===== config.mk =====
export PLATFORM = sky130hd
export DESIGN_NAME = lsu_ctrl
export DESIGN_NICKNAME = d
export VERILOG_FILES = /design/src/rtl/lsu_pkg.sv /design/src/rtl/lsu_load_align.sv /design/src/rtl/lsu_ctrl.sv
export SDC_FILE = /design/constraint.sdc
export NUM_CORES = 1
export LEC_CHECK = 0
export CORE_MARGIN = 2
export CORE_UTILIZATION = 40
export CTS_BUF_LIST = sky130_fd_sc_hd__clkbuf_4
export DETAILED_ROUTE_END_ITERATION = 10
export GPL_TIMING_DRIVEN = 0
export PLACE_DENSITY = 0.79
export SETUP_SLACK_MARGIN = 0.2
export SLEW_MARGIN = 20
export SYNTH_ARGS = -nofsm -noshare
export SYNTH_HDL_FRONTEND = slang
export SYNTH_SLANG_ARGS = --single-unit

===== constraint.sdc =====
create_clock -name clk -period 4.1 [get_ports clk]
set_input_delay 0.82 -clock clk [delete_from_list [all_inputs] [get_ports clk]]
set_output_delay 0.82 -clock clk [all_outputs]
set_load 0.03 [all_outputs]

===== src/rtl/lsu_pkg.sv =====
// Shared types and constants for the load/store unit controller.
// Holds the FSM state encoding, RV32 width codes and the WAIT counter sizing helper.
package lsu_pkg;

  typedef enum logic [1:0] {
    ST_IDLE = 2'd0,
    ST_REQ  = 2'd1,
    ST_WAIT = 2'd2,
    ST_RESP = 2'd3
  } lsu_state_e;

  localparam logic [2:0] F3_B  = 3'b000;
  localparam logic [2:0] F3_H  = 3'b001;
  localparam logic [2:0] F3_W  = 3'b010;
  localparam logic [2:0] F3_BU = 3'b100;
  localparam logic [2:0] F3_HU = 3'b101;

  // Bits needed to count 0..timeout inclusive, never less than one.
  function automatic int cnt_width(input int timeout);
    int w;
    w = $clog2(timeout + 1);
    return (w < 1) ? 1 : w;
  endfunction

endpackage


===== src/rtl/lsu_load_align.sv =====
// Combinational load lane select and extension.
// Picks the byte/halfword addressed by addr_lo out of the aligned word.
module lsu_load_align
  import lsu_pkg::*;
(
  input  logic [31:0] rdata,
  input  logic [1:0]  addr_lo,
  input  logic [2:0]  funct3,
  output logic [31:0] data
);

  logic        [7:0]  byte_sel;
  logic        [15:0] half_sel;
  logic signed [7:0]  byte_s;
  logic signed [15:0] half_s;

  always_comb begin
    byte_sel = rdata[8*addr_lo +: 8];
    half_sel = addr_lo[1] ? rdata[31:16] : rdata[15:0];
    byte_s   = byte_sel;
    half_s   = half_sel;
    case (funct3)
      F3_B:    data = 32'(byte_s);
      F3_H:    data = 32'(half_s);
      F3_W:    data = rdata;
      F3_BU:   data = {24'd0, byte_sel};
      F3_HU:   data = {16'd0, half_sel};
      default: data = 32'd0;
    endcase
  end

endmodule


===== src/rtl/lsu_ctrl.sv =====
// Load/store unit controller: accepts one access from execute, drives a single
// memory transaction, and returns an extended result (or error) to writeback.
module lsu_ctrl
  import lsu_pkg::*;
#(
  parameter int TIMEOUT = 255
) (
  input  logic        clk,
  input  logic        rst,
  input  logic        in_valid,
  output logic        in_ready,
  input  logic        in_is_load,
  input  logic        in_is_store,
  input  logic [2:0]  in_funct3,
  input  logic [31:0] in_addr,
  input  logic [31:0] in_wdata,
  input  logic [4:0]  in_rd,
  output logic        mem_req_valid,
  input  logic        mem_req_ready,
  output logic        mem_req_wen,
  output logic [31:0] mem_req_addr,
  output logic [31:0] mem_req_wdata,
  output logic [3:0]  mem_req_wmask,
  input  logic        mem_resp_valid,
  input  logic [31:0] mem_resp_rdata,
  output logic        out_valid,
  input  logic        out_ready,
  output logic [31:0] out_data,
  output logic [4:0]  out_rd,
  output logic        out_wen,
  output logic        out_err
);

  localparam int              CNT_W   = cnt_width(TIMEOUT);
  localparam logic [CNT_W-1:0] CNT_MAX = CNT_W'(TIMEOUT);

  lsu_state_e       state;
  logic [CNT_W-1:0] wait_cnt;
  logic             is_load_q;
  logic [2:0]       funct3_q;
  logic [1:0]       addr_lo_q;
  logic [4:0]       rd_q;
  logic [31:0]      load_data;

  // Only meaningful for requests that carry at least one type flag.
  function automatic logic req_err(input logic       ld,
                                   input logic       st,
                                   input logic [2:0] f3,
                                   input logic [1:0] a);
    logic e;
    e = ld & st;
    case (f3)
      F3_B, F3_BU: e = e;
      F3_H, F3_HU: e = e | a[0];
      F3_W:        e = e | (a != 2'b00);
      default:     e = 1'b1;
    endcase
    if (st && (f3 == F3_BU || f3 == F3_HU)) e = 1'b1;
    return e;
  endfunction

  function automatic logic [3:0] store_mask(input logic [2:0] f3, input logic [1:0] a);
    case (f3[1:0])
      2'b00:   return 4'b0001 << a;
      2'b01:   return 4'b0011 << a;
      default: return 4'b1111;
    endcase
  endfunction

  function automatic logic [31:0] store_data(input logic [2:0] f3, input logic [31:0] d);
    case (f3[1:0])
      2'b00:   return {4{d[7:0]}};
      2'b01:   return {2{d[15:0]}};
      default: return d;
    endcase
  endfunction

  lsu_load_align u_align (
    .rdata   (mem_resp_rdata),
    .addr_lo (addr_lo_q),
    .funct3  (funct3_q),
    .data    (load_data)
  );

  always_ff @(posedge clk or posedge rst) begin
    if (rst) begin
      state         <= ST_IDLE;
      wait_cnt      <= '0;
      is_load_q     <= 1'b0;
      funct3_q      <= 3'd0;
      addr_lo_q     <= 2'd0;
      rd_q          <= 5'd0;
      in_ready      <= 1'b1;
      mem_req_valid <= 1'b0;
      mem_req_wen   <= 1'b0;
      mem_req_addr  <= 32'd0;
      mem_req_wdata <= 32'd0;
      mem_req_wmask <= 4'd0;
      out_valid     <= 1'b0;
      out_data      <= 32'd0;
      out_rd        <= 5'd0;
      out_wen       <= 1'b0;
      out_err       <= 1'b0;
    end else begin
      case (state)
        ST_IDLE: begin
          if (in_valid) begin
            is_load_q <= in_is_load;
            funct3_q  <= in_funct3;
            addr_lo_q <= in_addr[1:0];
            rd_q      <= in_rd;
            in_ready  <= 1'b0;
            if (!in_is_load && !in_is_store) begin
              state     <= ST_RESP;
              out_valid <= 1'b1;
              out_err   <= 1'b0;
              out_wen   <= 1'b0;
              out_data  <= 32'd0;
              out_rd    <= in_rd;
            end else if (req_err(in_is_load, in_is_store, in_funct3, in_addr[1:0])) begin
              state     <= ST_RESP;
              out_valid <= 1'b1;
              out_err   <= 1'b1;
              out_wen   <= 1'b0;
              out_data  <= 32'd0;
              out_rd    <= in_rd;
            end else begin
              state         <= ST_REQ;
              mem_req_valid <= 1'b1;
              mem_req_wen   <= in_is_store;
              mem_req_addr  <= {in_addr[31:2], 2'b00};
              mem_req_wdata <= in_is_store ? store_data(in_funct3, in_wdata) : 32'd0;
              mem_req_wmask <= in_is_store ? store_mask(in_funct3, in_addr[1:0]) : 4'd0;
            end
          end
        end
        ST_REQ: begin
          if (mem_req_ready) begin
            state         <= ST_WAIT;
            mem_req_valid <= 1'b0;
            wait_cnt      <= '0;
          end
        end
        ST_WAIT: begin
          // A response in the timeout cycle still completes normally.
          if (mem_resp_valid) begin
            state     <= ST_RESP;
            out_valid <= 1'b1;
            out_err   <= 1'b0;
            out_wen   <= is_load_q;
            out_data  <= is_load_q ? load_data : 32'd0;
            out_rd    <= rd_q;
          end else if (wait_cnt == CNT_MAX) begin
            state     <= ST_RESP;
            out_valid <= 1'b1;
            out_err   <= 1'b1;
            out_wen   <= 1'b0;
            out_data  <= 32'd0;
            out_rd    <= rd_q;
          end else begin
            wait_cnt <= wait_cnt + CNT_W'(1);
          end
        end
        ST_RESP: begin
          if (out_ready) begin
            state     <= ST_IDLE;
            out_valid <= 1'b0;
            in_ready  <= 1'b1;
          end
        end
        default: state <= ST_IDLE;
      endcase
    end
  end

endmodule


Word level (Yosys, flattened, before mapping)
Cells that the tools add are included.
{ "classes": {"n_bitwise": 5, "shift": 3, "n_mux": 61, "add_sub_neg": 1, "eq_ne": 22, "reduce_logical": 25} }
{ "ops": {"columns": ["op", "count"], "rows": [
  ["$mux W32", 7],
  ["$pmux W32 S5", 1],
  ["$pmux W32 S2", 2],
  ["$shiftx A32 B6 Y8", 1],
  ["$mux W5", 5],
  ["$mux W1", 24],
  ["$mux W8", 3],
  ["$mux W16", 1],
  ["$pmux W8 S2", 1],
  ["$reduce_and A4 Y1", 4],
  ["$mux W2", 7],
  ["$ne A2 B2 Y1 const B", 7],
  ["$eq A3 B3 Y1 const B", 4],
  ["$pmux W5 S2", 1],
  ["$reduce_and A5 Y1", 2],
  ["$reduce_bool A2 Y1", 5],
  ["$add A8 B1 Y8 const B", 1],
  ["$eq A8 B8 Y1 const B", 1],
  ["$pmux W1 S2", 4],
  ["$pmux W2 S4", 1],
  ["$pmux W4 S2", 1],
  ["$eq A3 B1 Y1 const B", 2],
  ["$eq A3 B2 Y1 const B", 2],
  ["$logic_not A3 Y1", 2],
  ["19 further kinds", 28]
]} }
{ "word_totals": {"ff_bits": 130, "in_bits": 112, "out_inout_bits": 111} }

Logic depth before layout (Yosys ltp)
{ "depth": {"ltp_word": 11, "ltp_mapped": 11, "depth_no_buf": 7} }

Modules after synthesis
From an unflattened synthesis, not the netlist that was laid out.
{ "unflattened": {"cells_unflattened": 680, "hier_area_um2": 7010.5} }
{ "by_module_without_submodules": {"columns": ["mod", "instances", "area_per_inst_um2", "cells_each"], "rows": [
  ["lsu_ctrl", 1, 6125.9, 563],
  ["lsu_load_align", 1, 884.6, 117]
]} }

Worst setup path after synthesis
Ideal clock, no wire load.
{ "synth_timing": {"path_type": "input -> register", "startpoint": "in in_funct3[0]", "endpoint": "reg mem_req_addr[10]", "setup_slack_ps": 1533, "path_buffers": 3, "cell_stages": 7, "t_arrival_ps": 2442, "setup_time_ps": 125, "path_cell_list": "clkbuf_1 > or4_4 > and2_1 > a211o_1 > buf_6 > buf_6 > mux2_4"} }
{ "synth_via": {"elab_chain_len": 9, "word_cells_on_any_way": 16, "cone_classes": "4 x eq/ne; 5 x mux; 1 x bitwise; 6 x reduce/logical"} }
{ "synth_lines": {"columns": ["item", "line", "rtl"], "rows": [
  ["start, declared", "lsu_ctrl.sv:14", "input logic [2:0] in_funct3,"],
  ["$eq A3 B3 Y1, or another cell as far along", "lsu_ctrl.sv:52, lsu_ctrl.sv:58", null],
  ["$reduce_or A2 Y1 or $logic_or A1 B1 Y1 (tied branches)", "lsu_ctrl.sv:52, lsu_ctrl.sv:58", null],
  ["$pmux W1 S3 or $logic_and A1 B1 Y1 (tied branches)", "lsu_ctrl.sv:52, lsu_ctrl.sv:58", null],
  ["$mux W1 (*)", "lsu_ctrl.sv:58", "if (st && (f3 == F3_BU || f3 == F3_HU)) e = 1'b1;"],
  ["$mux W1 (*)", "lsu_ctrl.sv:113", "if (!in_is_load && !in_is_store) begin"],
  ["$mux W1 (*)", "lsu_ctrl.sv:107", "if (in_valid) begin"],
  ["$mux W1 (*)", "lsu_ctrl.sv:105", "case (state)"],
  ["$not A1 Y1 (no line) (*)", null, null],
  ["$reduce_and A4 Y1 (no line) (*)", null, null],
  ["end signal, assigned", "lsu_ctrl.sv:131", "mem_req_addr <= {in_addr[31:2], 2'b00};"],
  ["end, declared", "lsu_ctrl.sv:21", "output logic [31:0] mem_req_addr,"]
]} }
Every way passes the cells marked *; elsewhere a longest branch is shown, timed or not. The select of a mux whose other input is x is not followed.
A chain may end at the register's enable or synchronous reset.

Worst setup path in the final report
{ "layout_timing": {"startpoint": "in in_funct3[2]", "endpoint": "reg out_data[19]"} }
{ "layout_via": {"elab_chain_len": 9, "word_cells_on_any_way": 16, "cone_classes": "5 x eq/ne; 5 x mux; 6 x reduce/logical"} }
{ "layout_lines": {"columns": ["item", "line", "rtl"], "rows": [
  ["$eq A3 B3 Y1, or another cell as far along", "lsu_ctrl.sv:52, lsu_ctrl.sv:58", null],
  ["$reduce_or A2 Y1 or $logic_or A1 B1 Y1 (tied branches)", "lsu_ctrl.sv:52, lsu_ctrl.sv:58", null],
  ["$pmux W1 S3 or $logic_and A1 B1 Y1 (tied branches)", "lsu_ctrl.sv:52, lsu_ctrl.sv:58", null],
  ["$mux W1 (*)", "lsu_ctrl.sv:58", null],
  ["$mux W1 (*)", "lsu_ctrl.sv:113", null],
  ["$mux W1 (*)", "lsu_ctrl.sv:107", null],
  ["$mux W1 (*)", "lsu_ctrl.sv:105", null],
  ["$ne A3 B2 Y1 (no line) (*)", null, null],
  ["$reduce_and A4 Y1 (no line) (*)", null, null],
  ["end signal, assigned", "lsu_ctrl.sv:151", "out_data <= is_load_q ? load_data : 32'd0;"],
  ["end, declared", "lsu_ctrl.sv:28", "output logic [31:0] out_data,"]
]} }
Marks and branches as above.

==> results.json <==
{
  "criticalPathCategory": "primary input to flip-flop",
  "synth_ff_type": "dfrtp_1",
  "drive_gt1_share_pct": 12.54,
  "synth.avg_cell_area_sq_um": 10.39,
  "fill_cells": 1317,
  "core-area_sq_um": 15310,
  "place.gp.congestion": 0.8544,
  "peakVddDrop_v": 0.0003470,
  "start_util_pct": 41.13,
  "ant_nets": 0,
  "grt_pass1_vias": 5492,
  "wire_per_inst_um": 17.17,
  "grt_pass1_wl_um": 28810,
  "power.leakage_nw": 3.936,
  "boundaryPins": 223,
  "synth_edf_count": 0,
  "hold_violations": 0,
  "firstDrtPassIters": 6,
  "fin_nets": 967,
  "grt.met1_usage_pct": 27.84,
  "portBuffers": 219,
  "r2r-start": "state[0]$_DFFE_PP0P_",
  "placed_cell_area_sq_um": 8842,
  "reg2reg_setup_slack_ps": 1550,
  "syn_area_sq_um": 6299,
  "clk_pin_slew_ps": 110,
  "fmax_mhz": 356.0,
  "vias_per_cell": 5.119,
  "syn2layout_area_growth_pct": 44.97,
  "final_util_pct": 59.62,
  "row_count": 45,
  "grt_usage_pct": 22.10,
  "vias": 5488,
  "gr-usage-met2_pct": 37.03,
  "cp.required_ps": 4490,
  "area.sequential_sq_um": 3254,
  "numCtsBuffers": 17,
  "setup.worst_path.start_class": "primary input",
  "cts_setup_buffers": 0,
  "slew_viol_final": 0,
  "antenna_found_initial": 0,
  "cts_tree": "built",
  "mostFrequentLayoutCells": "clkdlybuf4s50_1, dfrtp_1, nand2_1",
  "die_area_sq_um": 16770,
  "hp-class": "flip-flop to flip-flop",
  "ctsLongestPathBuffers": 2,
  "fin_crit_sh_pct": 68.52,
  "slew_headroom_pct": 36.03,
  "clock_latency_ps": 530,
  "drt_iter0_drc": 401,
  "routed_wl_um": 18410,
  "synth_cell_type_count": 46,
  "seq_area_frac_synth_pct": 51.67,
  "synth_cells": 606,
  "tns_ps": 0,
  "ys_warn_count": 0,
  "design_area_sq_um": 9131,
  "multi_input_comb_area_sq_um": 2834,
  "worstPathArrival_ps": 3200,
  "cts_resized": 0,
  "die_y_um": 129.5,
  "async_flop_share_pct": 100.0,
  "dp_slack_ps": 755.0,
  "rsz0062_at_grt": "no",
  "cap_violations": 0,
  "endpoint_kind": "flip-flop",
  "diodes": 0,
  "drt_drc_violations_left": 0,
  "min_from": "mem_req_wen$_DFFE_PP0P_",
  "cp-startpoint": "in_funct3[2]",
  "grt_max_degree": 32,
  "power_mw": 6.151,
  "mostFrequentLayoutCell": "clkdlybuf4s50_1",
  "outcome": "finished, final reports clean",
  "ctsRootBufferMaster": "clkbuf_4",
  "place_hpwl_um": 13870,
  "timing.final.ws_setup_ps": 1291,
  "clkSinkCount": 130,
  "path_max_fanout": 10,
  "tightest_slew_ps": 956.0,
  "skew_ps": 22.96,
  "htree_levels": 4,
  "setup_violations": 0,
  "ys_seq_elements": 130,
  "gr-total-overflow": 0,
  "power_density_nw_per_um2": 673.6,
  "grt_busiest_layer": "met2",
  "holdBufCountCts": 0,
  "finalCriticalPeriod_ps": 2809,
  "die_w_um": 129.5,
  "met3_usage_pct": 7.391
}
## path summary, 6_finish.rpt
check	end	cells past startpoint
worst max-delay path	out_data[19]$_DFFE_PP0P_	7
worst min-delay path	mem_req_wen$_DFFE_PP0P_	2
worst max register to register	out_data[14]$_DFFE_PP0P_	11
worst min register to register	mem_req_wen$_DFFE_PP0P_	2
max in group asynchronous	in_ready$_DFFE_PP1P_	4
min in group asynchronous	mem_req_addr[18]$_DFFE_PP0P_	2
## report_power, final
| group | switching [mW] | internal [mW] |
|---|---|---|
| logic | 1.82 | 1.40 |
| registers | 0.286 | 1.74 |
| clock network | 0.477 | 0.435 |
## state kept, by name (all words and copies together), names as in the netlist
register and flops:
in_ready 1, is_load_q 1, out_wen 1, mem_req_wmask 4
out_valid 1, out_data 32, out_err 1, addr_lo_q 2
state 2, wait_cnt 8, mem_req_wen 1, funct3_q 3
out_rd 5, rd_q 5, mem_req_valid 1, mem_req_addr 30
mem_req_wdata 32
## stage by stage
| step | cells | hold slack, ps |
|---|---|---|
| CTS | 1072 | 488.9 |
| detailed placement | 1041 | 462.9 |
| floorplan | 607 | 477.5 |
| global route | 1072 | 511.3 |
| finish | 1072 | 483.9 |
| global placement | 1037 | 461.7 |
## worst max-delay path, stage by stage
cell and delay, ps:
clkdlybuf4s50_1 510, or4_4 580, a22oi_1 390, o21ai_0 200
nand2_1 160, clkbuf_1 360, o21ai_0 170
## cell families (layout without fill, tap and decap cells)
kind of cell	after synthesis	count (layout)	synth area share, %
buffers and inverters	46	300	3.397
AOI/OAI and AO/OA	158	158	14.66
muxes	86	86	16.51
xor gates and xnor gates	3	3	0.4172
and+or+nand+nor	176	176	12.10
adders and majority gates	6	6	1.192
DFF	130	130	51.67
other	1	2	0.05954
## metal layers
layer | wire (um) | vias to the layer above
met5 | 0 | -
met4 | 260 | 0
met3 | 1552 | 17
met2 | 8867 | 221
met1 | 7727 | 2637
li1 | - | 2613
## cell type report
type / count / share of cell area (%)
inverter: 7 / 0.3289
clock buffer: 20 / 1.644
sequential: 130 / 35.64
buffer: 39 / 2.055
tap: 211 / 2.891
multi-input combinational: 431 / 31.04
timing repair buffer: 223 / 24.88
clock inverter: 11 / 1.521
## cells in the mapped netlist (6+ instances only)
cell	number	share of area, %
mux2_2	35	6.3
mux2i_1	24	3.8
nor2_1	29	1.7
nor2b_1	6	0.60
buf_1	6	0.36
nand2_1	107	6.4
a22oi_1	8	0.95
inv_1	7	0.42
a21oi_1	31	2.5
dfrtp_1	129	51
nand2b_1	7	0.70
a22o_1	6	0.83
clkbuf_1	24	1.4
mux2_4	27	6.4
nand3_1	6	0.48
a221oi_1	8	1.1
o21ai_0	82	6.5
ha_1	6	1.2
Power figures use the tool's default switching activity.
